[src/rtl/mcs51_xbus_responder.sv]
`default_nettype none
// ============================================================================
//  Module      : mcs51_xbus_responder
//  Description : Memory-side responder for the MCS-51 multiplexed external
//                bus. Latches the address, answers code fetches and MOVX
//                reads by driving P0, captures MOVX writes, and forwards each
//                access to a backing store over a req/ack handshake.
//  Revision    : 1.0 - initial release
// ============================================================================
module mcs51_xbus_responder #(
  parameter int TIMEOUT = 16
) (
  input  logic        clk,
  input  logic        reset,
  input  logic        ale,
  input  logic        psen_n,
  input  logic        rd_n,
  input  logic        wr_n,
  input  logic [7:0]  p0_in,
  input  logic [7:0]  p2_in,
  output logic [7:0]  p0_out,
  output logic        p0_oe,
  output logic        mem_req,
  output logic        mem_we,
  output logic        mem_space,
  output logic [15:0] mem_addr,
  output logic [7:0]  mem_wdata,
  input  logic [7:0]  mem_rdata,
  input  logic        mem_ack,
  input  logic        clr_err,
  output logic        err_late,
  output logic        err_overlap,
  output logic        err_timeout
);

  // Last counter value at which a missing ack abandons the access.
  localparam logic [7:0] c_tmo_last = 8'(TIMEOUT - 1);

  typedef enum logic [2:0] {
    ST_IDLE     = 3'd0,
    ST_RD_WAIT  = 3'd1,
    ST_RD_DRIVE = 3'd2,
    ST_RD_ABORT = 3'd3,
    ST_WR_CAPT  = 3'd4,
    ST_WR_WAIT  = 3'd5
  } state_t;

  // Registered pin samples and their previous-cycle copies (strobes only).
  logic       s_ale_q, s_psen_n_q, s_rd_n_q, s_wr_n_q;
  logic       p_psen_n_q, p_rd_n_q, p_wr_n_q;
  logic [7:0] s_p0_q, s_p2_q;

  state_t     state_q, state_d;
  logic [7:0] addr_lo_q, addr_lo_d, addr_hi_q, addr_hi_d;
  logic [7:0] p0_out_q, p0_out_d;
  logic       p0_oe_q, p0_oe_d;
  logic       req_q, req_d;
  logic       we_q, we_d;
  logic       space_q, space_d;
  logic [15:0] maddr_q, maddr_d;
  logic [7:0] wdata_q, wdata_d;
  logic [7:0] cnt_q, cnt_d;
  logic       err_late_q, err_late_d;
  logic       err_ovl_q, err_ovl_d;
  logic       err_tmo_q, err_tmo_d;

  logic w_psen_fall, w_rd_fall, w_wr_fall;
  logic w_overlap, w_strobe_low, w_tmo;
  logic w_set_late, w_set_tmo;
  logic [1:0] w_nlow;

  assign w_psen_fall  = p_psen_n_q & ~s_psen_n_q;
  assign w_rd_fall    = p_rd_n_q   & ~s_rd_n_q;
  assign w_wr_fall    = p_wr_n_q   & ~s_wr_n_q;
  assign w_nlow       = 2'(!s_psen_n_q) + 2'(!s_rd_n_q) + 2'(!s_wr_n_q);
  assign w_overlap    = (w_nlow >= 2'd2) || (s_ale_q && (w_nlow != 2'd0));
  // The strobe that owns the current read: PSEN for CODE, RD for XDATA.
  assign w_strobe_low = space_q ? ~s_rd_n_q : ~s_psen_n_q;
  // Ack arriving in the limit cycle wins, so timeout is only declared without ack.
  assign w_tmo        = req_q && !mem_ack && (cnt_q == c_tmo_last);

  // Input sampling and edge history.
  always_ff @(posedge clk) begin
    if (reset) begin
      s_ale_q    <= 1'b0;
      s_psen_n_q <= 1'b1;
      s_rd_n_q   <= 1'b1;
      s_wr_n_q   <= 1'b1;
      p_psen_n_q <= 1'b1;
      p_rd_n_q   <= 1'b1;
      p_wr_n_q   <= 1'b1;
      s_p0_q     <= 8'h00;
      s_p2_q     <= 8'h00;
    end else begin
      s_ale_q    <= ale;
      s_psen_n_q <= psen_n;
      s_rd_n_q   <= rd_n;
      s_wr_n_q   <= wr_n;
      p_psen_n_q <= s_psen_n_q;
      p_rd_n_q   <= s_rd_n_q;
      p_wr_n_q   <= s_wr_n_q;
      s_p0_q     <= p0_in;
      s_p2_q     <= p2_in;
    end
  end

  // Next-state, handshake, address latch and error-flag logic.
  always_comb begin
    state_d    = state_q;
    addr_lo_d  = addr_lo_q;
    addr_hi_d  = addr_hi_q;
    p0_out_d   = p0_out_q;
    p0_oe_d    = p0_oe_q;
    req_d      = req_q;
    we_d       = we_q;
    space_d    = space_q;
    maddr_d    = maddr_q;
    wdata_d    = wdata_q;
    cnt_d      = req_q ? cnt_q + 8'd1 : cnt_q;
    w_set_late = 1'b0;
    w_set_tmo  = 1'b0;

    if (s_ale_q) begin
      addr_lo_d = s_p0_q;
      addr_hi_d = s_p2_q;
    end

    unique case (state_q)
      ST_IDLE: begin
        if (!w_overlap) begin
          if (w_psen_fall || w_rd_fall) begin
            state_d = ST_RD_WAIT;
            req_d   = 1'b1;
            we_d    = 1'b0;
            space_d = ~w_psen_fall;
            maddr_d = {addr_hi_q, addr_lo_q};
            cnt_d   = 8'd0;
          end else if (w_wr_fall) begin
            state_d = ST_WR_CAPT;
            wdata_d = s_p0_q;
          end
        end
      end
      ST_RD_WAIT: begin
        if (mem_ack) begin
          req_d = 1'b0;
          if (!w_strobe_low) begin
            // Data arrived too late for a strobe that has already gone.
            w_set_late = 1'b1;
            state_d    = ST_IDLE;
          end else if (w_overlap) begin
            state_d = ST_IDLE;
          end else begin
            p0_out_d = mem_rdata;
            p0_oe_d  = 1'b1;
            state_d  = ST_RD_DRIVE;
          end
        end else if (w_tmo) begin
          req_d      = 1'b0;
          w_set_tmo  = 1'b1;
          w_set_late = ~w_strobe_low;
          state_d    = ST_IDLE;
        end else if (!w_strobe_low) begin
          w_set_late = 1'b1;
          state_d    = ST_RD_ABORT;
        end else if (w_overlap) begin
          state_d = ST_RD_ABORT;
        end
      end
      ST_RD_DRIVE: begin
        if (!w_strobe_low || w_overlap) begin
          p0_oe_d = 1'b0;
          state_d = ST_IDLE;
        end
      end
      ST_RD_ABORT: begin
        if (mem_ack) begin
          req_d   = 1'b0;
          state_d = ST_IDLE;
        end else if (w_tmo) begin
          req_d     = 1'b0;
          w_set_tmo = 1'b1;
          state_d   = ST_IDLE;
        end
      end
      ST_WR_CAPT: begin
        if (!s_wr_n_q) begin
          wdata_d = s_p0_q;
        end else begin
          state_d = ST_WR_WAIT;
          req_d   = 1'b1;
          we_d    = 1'b1;
          space_d = 1'b1;
          maddr_d = {addr_hi_q, addr_lo_q};
          cnt_d   = 8'd0;
        end
      end
      ST_WR_WAIT: begin
        if (mem_ack) begin
          req_d   = 1'b0;
          state_d = ST_IDLE;
        end else if (w_tmo) begin
          req_d     = 1'b0;
          w_set_tmo = 1'b1;
          state_d   = ST_IDLE;
        end
      end
      default: begin
        state_d = ST_IDLE;
      end
    endcase

    err_late_d = clr_err ? 1'b0 : (err_late_q | w_set_late);
    err_ovl_d  = clr_err ? 1'b0 : (err_ovl_q  | w_overlap);
    err_tmo_d  = clr_err ? 1'b0 : (err_tmo_q  | w_set_tmo);
  end

  // State and output registers.
  always_ff @(posedge clk) begin
    if (reset) begin
      state_q    <= ST_IDLE;
      addr_lo_q  <= 8'h00;
      addr_hi_q  <= 8'h00;
      p0_out_q   <= 8'h00;
      p0_oe_q    <= 1'b0;
      req_q      <= 1'b0;
      we_q       <= 1'b0;
      space_q    <= 1'b0;
      maddr_q    <= 16'h0000;
      wdata_q    <= 8'h00;
      cnt_q      <= 8'h00;
      err_late_q <= 1'b0;
      err_ovl_q  <= 1'b0;
      err_tmo_q  <= 1'b0;
    end else begin
      state_q    <= state_d;
      addr_lo_q  <= addr_lo_d;
      addr_hi_q  <= addr_hi_d;
      p0_out_q   <= p0_out_d;
      p0_oe_q    <= p0_oe_d;
      req_q      <= req_d;
      we_q       <= we_d;
      space_q    <= space_d;
      maddr_q    <= maddr_d;
      wdata_q    <= wdata_d;
      cnt_q      <= cnt_d;
      err_late_q <= err_late_d;
      err_ovl_q  <= err_ovl_d;
      err_tmo_q  <= err_tmo_d;
    end
  end

  assign p0_out      = p0_out_q;
  assign p0_oe       = p0_oe_q;
  assign mem_req     = req_q;
  assign mem_we      = we_q;
  assign mem_space   = space_q;
  assign mem_addr    = maddr_q;
  assign mem_wdata   = wdata_q;
  assign err_late    = err_late_q;
  assign err_overlap = err_ovl_q;
  assign err_timeout = err_tmo_q;

endmodule
`default_nettype wire

[config.mk]
export PLATFORM = sky130hd
export DESIGN_NAME = mcs51_xbus_responder
export DESIGN_NICKNAME = d
export VERILOG_FILES = /design/src/rtl/mcs51_xbus_responder.sv
export SDC_FILE = /design/constraint.sdc
export NUM_CORES = 1
export LEC_CHECK = 0
export ABC_CLOCK_PERIOD_IN_PS = 3000
export CORE_UTILIZATION = 52
export CTS_BUF_LIST = sky130_fd_sc_hd__clkbuf_4 sky130_fd_sc_hd__clkbuf_8
export CTS_CLUSTER_SIZE = 28
export DETAILED_ROUTE_END_ITERATION = 12
export PLACE_DENSITY = 0.82
export SLEW_MARGIN = 5
export SYNTH_ARGS = -nofsm -noshare
export SYNTH_HDL_FRONTEND = slang
export SYNTH_SLANG_ARGS = --single-unit
[constraint.sdc]
create_clock -name clk -period 3 [get_ports clk]
set_clock_uncertainty 0.2 [all_clocks]
set_input_delay 0.6 -clock clk [delete_from_list [all_inputs] [get_ports clk]]
set_output_delay 0.6 -clock clk [all_outputs]
set_load 0.01 [all_outputs]
==> impl_metrics.tcl, run 1 <==
set metrics [dict create \
    status "completed" \
    dr.first_iter.drc_count 114 \
    finalSetupViolCount 0 \
    place_congestion 0.773 \
    vias 2471 \
    total_inserted_antenna_cells 0 \
    numPlacedInstances 455 \
    cts_buf_count 9 \
    post_synth.cell_area_avg_sq_um 10.1 \
    post-route-period-util_pct 80.4 \
    max_slew.worst_pin.slew_ps 866 \
    cts_hold_buffers 0 \
    grt_setup_unrepaired "false" \
    synth-main-ff-cell "sky130_fd_sc_hd__dfxtp_1" \
    antenna_found_initial 0 \
    pin_count 71 \
    grt_pass1_vias 2258 \
    static-leakage-power_nw 1.62 \
    worstSetupStartpoint "s_wr_n_q" \
    slew_headroom_pct 41.8 \
    r2r-start "s_wr_n_q" \
    fin_worst_hold_slack_ps 266 \
    critical_path.max_stage_delay_ps 560 \
    detail_route.first_pass.iterations 4 \
    synth_nets 359 \
    synth_edf_count 0 \
    ys.warnings.count 0 \
    cts_root_buffer "sky130_fd_sc_hd__clkbuf_8" \
    hpwl_mm 4.31 \
    finalPower_mw 2.56 \
    peak_supply_drop_mv 0.452 \
    detail_route.drc_violations 0 \
    start_util_pct 54.6 \
    ff_latch_count_synth 89 \
    tritoncts_num_sinks 89 \
    holdCritStartpoint "p0_oe" \
    cells_on_worst_hold_path 2 \
    cts_resized 0 \
    clock_path_buffers 2 \
    floorplan_core_area_sq_um 5990 \
    cap_viol_max_count 0 \
    chipWidth_um 81.3 \
    area_overhead_vs_synth_pct 28.7 \
    r2r-end "p0_out[4]" \
    cts_post_setup_buffers_inserted 0 \
    h_tree_depth_reported_by_cts 3 \
    synthArstFlopShare_pct 0 \
    buffer_ports.inserted 70 \
    clk-insertion-delay-late_ps 360 \
    worstHoldEndpoint "p0_oe" \
    cp_cell_sequence "fa_1, nand2b_2, nand3_2, or3_1, mux2i_1, nor2_1" \
    critPathKind "reg2reg" \
    mapped_cell_area_sq_um 3270 \
    critical_path.slowest_cell "sky130_fd_sc_hd__or3_1" \
    tritoncts "built" \
    hold_viol_final 0 \
    synthCells 325 \
    critical_path_arrival_ps 2430 \
    register_area_share_after_synthesis_pct 54.5 \
    crit_family "simple AND/OR/NAND/NOR gates" \
    avgViaCountPerCell 5.25 \
    post_route_cells_drive_above_1_share_pct 8.59 \
    largest_net_degree_at_the_start_of_global_routing 50 \
    fmax_ghz 0.415 \
    setup-tns-final_ps 0 \
    timing.critical_path.fanout_max 9 \
    rows 28 \
    period_minus_slack_ps 2410 \
    timing.final.max_slew_violations 0 \
    wl_mm 6.21 \
    register_clock_pin_slew_on_the_reported_worst_setup_and_hold_paths_ps 90 \
    die_area_sq_um 6610 \
    rr_worst_depth 6 \
    pwr_density_cell_nw_per_um2 609 \
    average_wire_per_standard_cell_um 13.2 \
    design.final.nets 425 \
    post_synth_num_cell_types 46 \
    residual_overflow_from_global_routing 0 \
    setup_crit_end_kind "register" \
    grt_usage_pct 19.9 \
    setup_slack_on_the_worst_flop_to_flop_path_ps 590 \
    hp-class "reg2reg" \
    route.antenna.remaining_nets 0 \
    layoutNonFillerInstCount 471 \
    fp.dieH_um 81.3 \
    cp-start-kind "register" \
    worst_ep_required_time_ps 3020 \
    worstPathBufferInverterCount 0 \
    grt_pass1_wl_mm 9.86 \
]
==> how the worst max path moves through the flow <==
stage | endpoint | slack [ps] | depth (start not counted)
CTS | mem_wdata[7] | 580 | 5
global route | mem_wdata[3] | 380 | 5
detailed placement | p0_out[5] | 590 | 6
global placement | p0_out[2] | 650 | 5
finish | p0_out[4] | 590 | 6
floorplan | p0_oe | 850 | 6
==> tightest hold or removal path, delay by kind of cell (launching register included) <==
family / cells / cell delay [ps]
buffers and inverters: 1 / 60
AOI/OAI and AO/OA: 1 / 50
DFF: 1 / 320
==> cells by family (layout without fill, tap and decap cells) <==
logic type      count (synthesis)  count (layout)  synth area share (%)
compound gates                 38              38                  7.88
xor+xnor                        7               7                  1.88
fa+ha+maj                       2               2                 0.995
buf+inv                        22              93                  3.18
flops                          89              89                  54.5
mux                            42              42                  13.0
simple gates                  125             125                  18.6
==> placed cells by master (no fill, tap or decap), drive strengths merged, types with 3 or more instances in the layout <==
cell type,n
nand2,8
nor2,59
inv,6
nand3,10
nor2b,20
a21oi,11
nor3,8
mux2i,42
clkdlybuf4s50,69
or2,8
nand4,3
xnor2,4
o21ai,11
buf,5
xor2,3
clkbuf,9
dfxtp,89
==> layout make-up <==
type	instances	area, sq um
flip-flops and latches	89	1780
fillers	488	1780
multi-input cells	214	1380
repair buffers	74	738
clock buffers	9	124
well taps	75	93.8
clock inverters	7	76.3
inverters	3	11.3
==> Yosys cell counts (2+ instances only) <==
cell type,number,area [sq um]
sky130_fd_sc_hd__a211oi_1,2,15.0
sky130_fd_sc_hd__a21oi_1,11,55.1
sky130_fd_sc_hd__a31oi_1,2,12.5
sky130_fd_sc_hd__buf_2,2,10.0
sky130_fd_sc_hd__buf_4,3,22.5
sky130_fd_sc_hd__clkbuf_1,13,48.8
sky130_fd_sc_hd__dfxtp_1,89,1780
sky130_fd_sc_hd__inv_1,3,11.3
sky130_fd_sc_hd__mux2i_1,41,410
sky130_fd_sc_hd__nand2_1,8,30.0
sky130_fd_sc_hd__nand3_1,9,45.0
sky130_fd_sc_hd__nand4_1,3,18.8
sky130_fd_sc_hd__nor2_1,59,221
sky130_fd_sc_hd__nor2b_1,19,119
sky130_fd_sc_hd__nor3_1,8,40.0
sky130_fd_sc_hd__o21ai_0,10,50.1
sky130_fd_sc_hd__o311a_1,2,20.0
sky130_fd_sc_hd__or2_1,2,12.5
sky130_fd_sc_hd__or2_2,6,37.5
sky130_fd_sc_hd__or3_1,2,12.5
sky130_fd_sc_hd__xnor2_1,4,35.0
sky130_fd_sc_hd__xor2_1,3,26.3
==> report_power, final <==
part | total [mW] | internal (mW) | switching, mW
sequential | 1.30 | 1.24 | 0.0619
clock | 0.825 | 0.393 | 0.432
combinational | 0.437 | 0.219 | 0.218
total | 2.56 | 1.85 | 0.711
==> layer usage <==
layer  wire (um)  global-route usage (%)  up-vias
met4          52                    5.89        0
met1        2660                    21.5     1168
met3         344                    7.75        6
met2        3150                    35.8       63
li1            -                       -     1234
met5           0                       0        -
==> metrics by stage <==
step                      cell area, sq um  util, %  setup WS, ps
final                                 4210     70.3           588
after floorplan                       3270        -           854
after detailed placement              4010     66.9           587
after CTS                             4210     70.3           577
after global placement                4010     66.9           653
after global routing                  4210     70.3           383
==> registers in the layout (all words and copies together), names as in the netlist, 3 cells and up <==
name       flops
addr_hi_q      8
addr_lo_q      8
cnt_q          8
mem_addr      16
mem_wdata      8
p0_out         8
s_p0_q         8
s_p2_q         8
state_q        3
No activity file was read; power rests on OpenSTA's default activity.
==> run 2, diff against run 1 <==
- ABC_CLOCK_PERIOD_IN_PS: 3000 -> 2000
- CORE_UTILIZATION: 52 -> 47
- PLACE_DENSITY: 0.82 -> 0.78
- clock period: 3 -> 2 ns (I/O delays scaled with it)
==> run 2 against run 1 <==
  * The flow now finishes with violations (negative setup slack)
  * Hold slack got worse by 44 ps
  * Sequential power up 50%
  * Core utilization is 2.9 points lower
  * Register-to-register slack worse by 780 ps
  * Critical path type unchanged
  * Die area increased by 10%
  * Design area increased by 8.1%
  * Worst setup slack got worse by 780 ps
  * Flip-flop and latch count did not move
  * Largest cell class unchanged
  * Total power increased by 68%
==> impl_metrics.tcl, run 2 (synthesized netlist as in run 1, its figures left out) <==
set metrics [dict create \
    cts_buf_count 9 \
    period_minus_slack_ps 2200 \
    route.antenna.remaining_nets 0 \
    slew_headroom_pct 68.9 \
    wl_met1_mm 3.20 \
    filler_cell_count 532 \
    antenna_found_initial 0 \
    max_slew.worst_pin.slew_ps 465 \
    detail_route.first_pass.iterations 4 \
    clk-insertion-delay-late_ps 360 \
    buffer_ports.inserted 70 \
    wl_mm 7.18 \
    finalWorstSetupSlack_ps -197 \
    setup_crit_end_kind "register" \
    pin_count 71 \
    highest_layer "met4" \
    layout_commonest_cell "sky130_fd_sc_hd__dfxtp_1" \
    fin_worst_hold_slack_ps 222 \
    grt_usage_pct 20.7 \
    critPathKind "reg2reg" \
    met2_wirelength_mm 3.51 \
    chipWidth_um 85.4 \
    place_congestion 0.761 \
    pwr_density_cell_nw_per_um2 945 \
    setup_slack_on_the_worst_flop_to_flop_path_ps -200 \
    cts_root_buffer "sky130_fd_sc_hd__clkbuf_8" \
    register_clock_pin_slew_on_the_reported_worst_setup_and_hold_paths_ps 90 \
    critical_path_arrival_ps 2240 \
    worst_ep_required_time_ps 2050 \
    finalPower_mw 4.30 \
    vias 2599 \
    design.final.nets 447 \
    post_route_cells_drive_above_1_share_pct 17.7 \
    tritoncts "built" \
    tritoncts_num_sinks 89 \
    grt_setup_unrepaired "true" \
    grt_pass1_wl_mm 11.7 \
    cap_viol_max_count 0 \
    fmax_ghz 0.455 \
    static-leakage-power_nw 1.76 \
    grt_pass1_vias 2544 \
    final_cell_mix "84 x sky130_fd_sc_hd__dfxtp_1, 69 x sky130_fd_sc_hd__clkdlybuf4s50_1, 52 x sky130_fd_sc_hd__nor2_1" \
    dr.first_iter.drc_count 186 \
    timing.critical_path.fanout_max 4 \
    cp-start-kind "register" \
    hpwl_mm 4.58 \
    cts_hold_buffers 0 \
    total_inserted_antenna_cells 0 \
    avgViaCountPerCell 5.22 \
    hold_viol_final 0 \
    largest_net_degree_at_the_start_of_global_routing 47 \
    floorplan_core_area_sq_um 6760 \
    violations "negative setup slack" \
    area_overhead_vs_synth_pct 39.2 \
    route.met3.wl_um 328 \
    post-route-period-util_pct 110 \
    status "finished with violations" \
    residual_overflow_from_global_routing 0 \
    largest_reg_flops 16 \
    clock_path_buffers 2 \
    peak_supply_drop_mv 0.526 \
    rows 30 \
    hp-class "in2reg" \
    detail_route.drc_violations 0 \
    die_area_sq_um 7290 \
    h_tree_depth_reported_by_cts 3 \
    finalSetupViolCount 45 \
    fp.dieH_um 85.4 \
    start_util_pct 48.4 \
    average_wire_per_standard_cell_um 14.4 \
    timing.final.max_slew_violations 0 \
]
run 2: cell count changes in the layout (fill, tap and decap cells not counted), sizes merged:
cell / change
clkbuf: +3
inv: -1
clkinv: -2
bufinv: +1
buf: +21
run 2: metrics by stage:
step | utilization [%] | cells | cell area (sq um) | setup TNS, ps | worst slack [ps]
floorplan | - | 325 | 3290 | -1860 | -109
global placement | 61.6 | 476 | 4160 | -3310 | -108
detailed placement | 61.6 | 476 | 4160 | -4950 | -179
CTS | 66.5 | 496 | 4500 | -4020 | -147
global route | 67.4 | 498 | 4550 | -8850 | -250
finish | 67.4 | 498 | 4550 | -5220 | -197
run 2: path summary, 6_finish.rpt:
kind	to	depth (start not counted)	start
max	state_q[2]	8	s_rd_n_q
max reg2reg	state_q[2]	8	s_rd_n_q
min reg2reg	p0_oe	2	p0_oe
min	p0_oe	2	reset
run 2: critical path, cell delays in order (launching register included):
cell	delay (ps)
sky130_fd_sc_hd__dfxtp_2	340
sky130_fd_sc_hd__fa_1	530
sky130_fd_sc_hd__nand2b_4	140
sky130_fd_sc_hd__buf_4	130
sky130_fd_sc_hd__buf_4	110
sky130_fd_sc_hd__nand4_1	180
sky130_fd_sc_hd__o311a_1	200
sky130_fd_sc_hd__a31oi_1	180
sky130_fd_sc_hd__nor3_1	70
run 2: cell type report:
type | count | area (sq um) | area share [%]
flip-flops and latches | 89 | 1790 | 39.3
multi-input cells | 214 | 1460 | 32.2
repair buffers | 96 | 952 | 20.9
clock buffers | 11 | 151 | 3.33
well taps | 80 | 100 | 2.20
clock inverters | 5 | 85.1 | 1.87
inverters | 3 | 11.3 | 0.247
run 2: what timing repair did:
item	in CTS	in global routing
pin swaps	20	10
resized for setup	14	12
setup buffers	2	2
endpoints found under the hold margin	0	0
cloned	2	1
setup endpoints to repair	45	47
run 2: layer usage:
layer	global-route usage [%]	vias up
li1	-	1284
met1	24.8	1232
met2	34.6	70
met3	6.81	13
met4	8.03	0
met5	0	-
run 2: power by group:
group          internal, mW  switching (mW)  leakage (nW)
sequential             1.86          0.0901         0.726
clock                 0.781           0.637         0.117
combinational         0.501           0.428         0.922
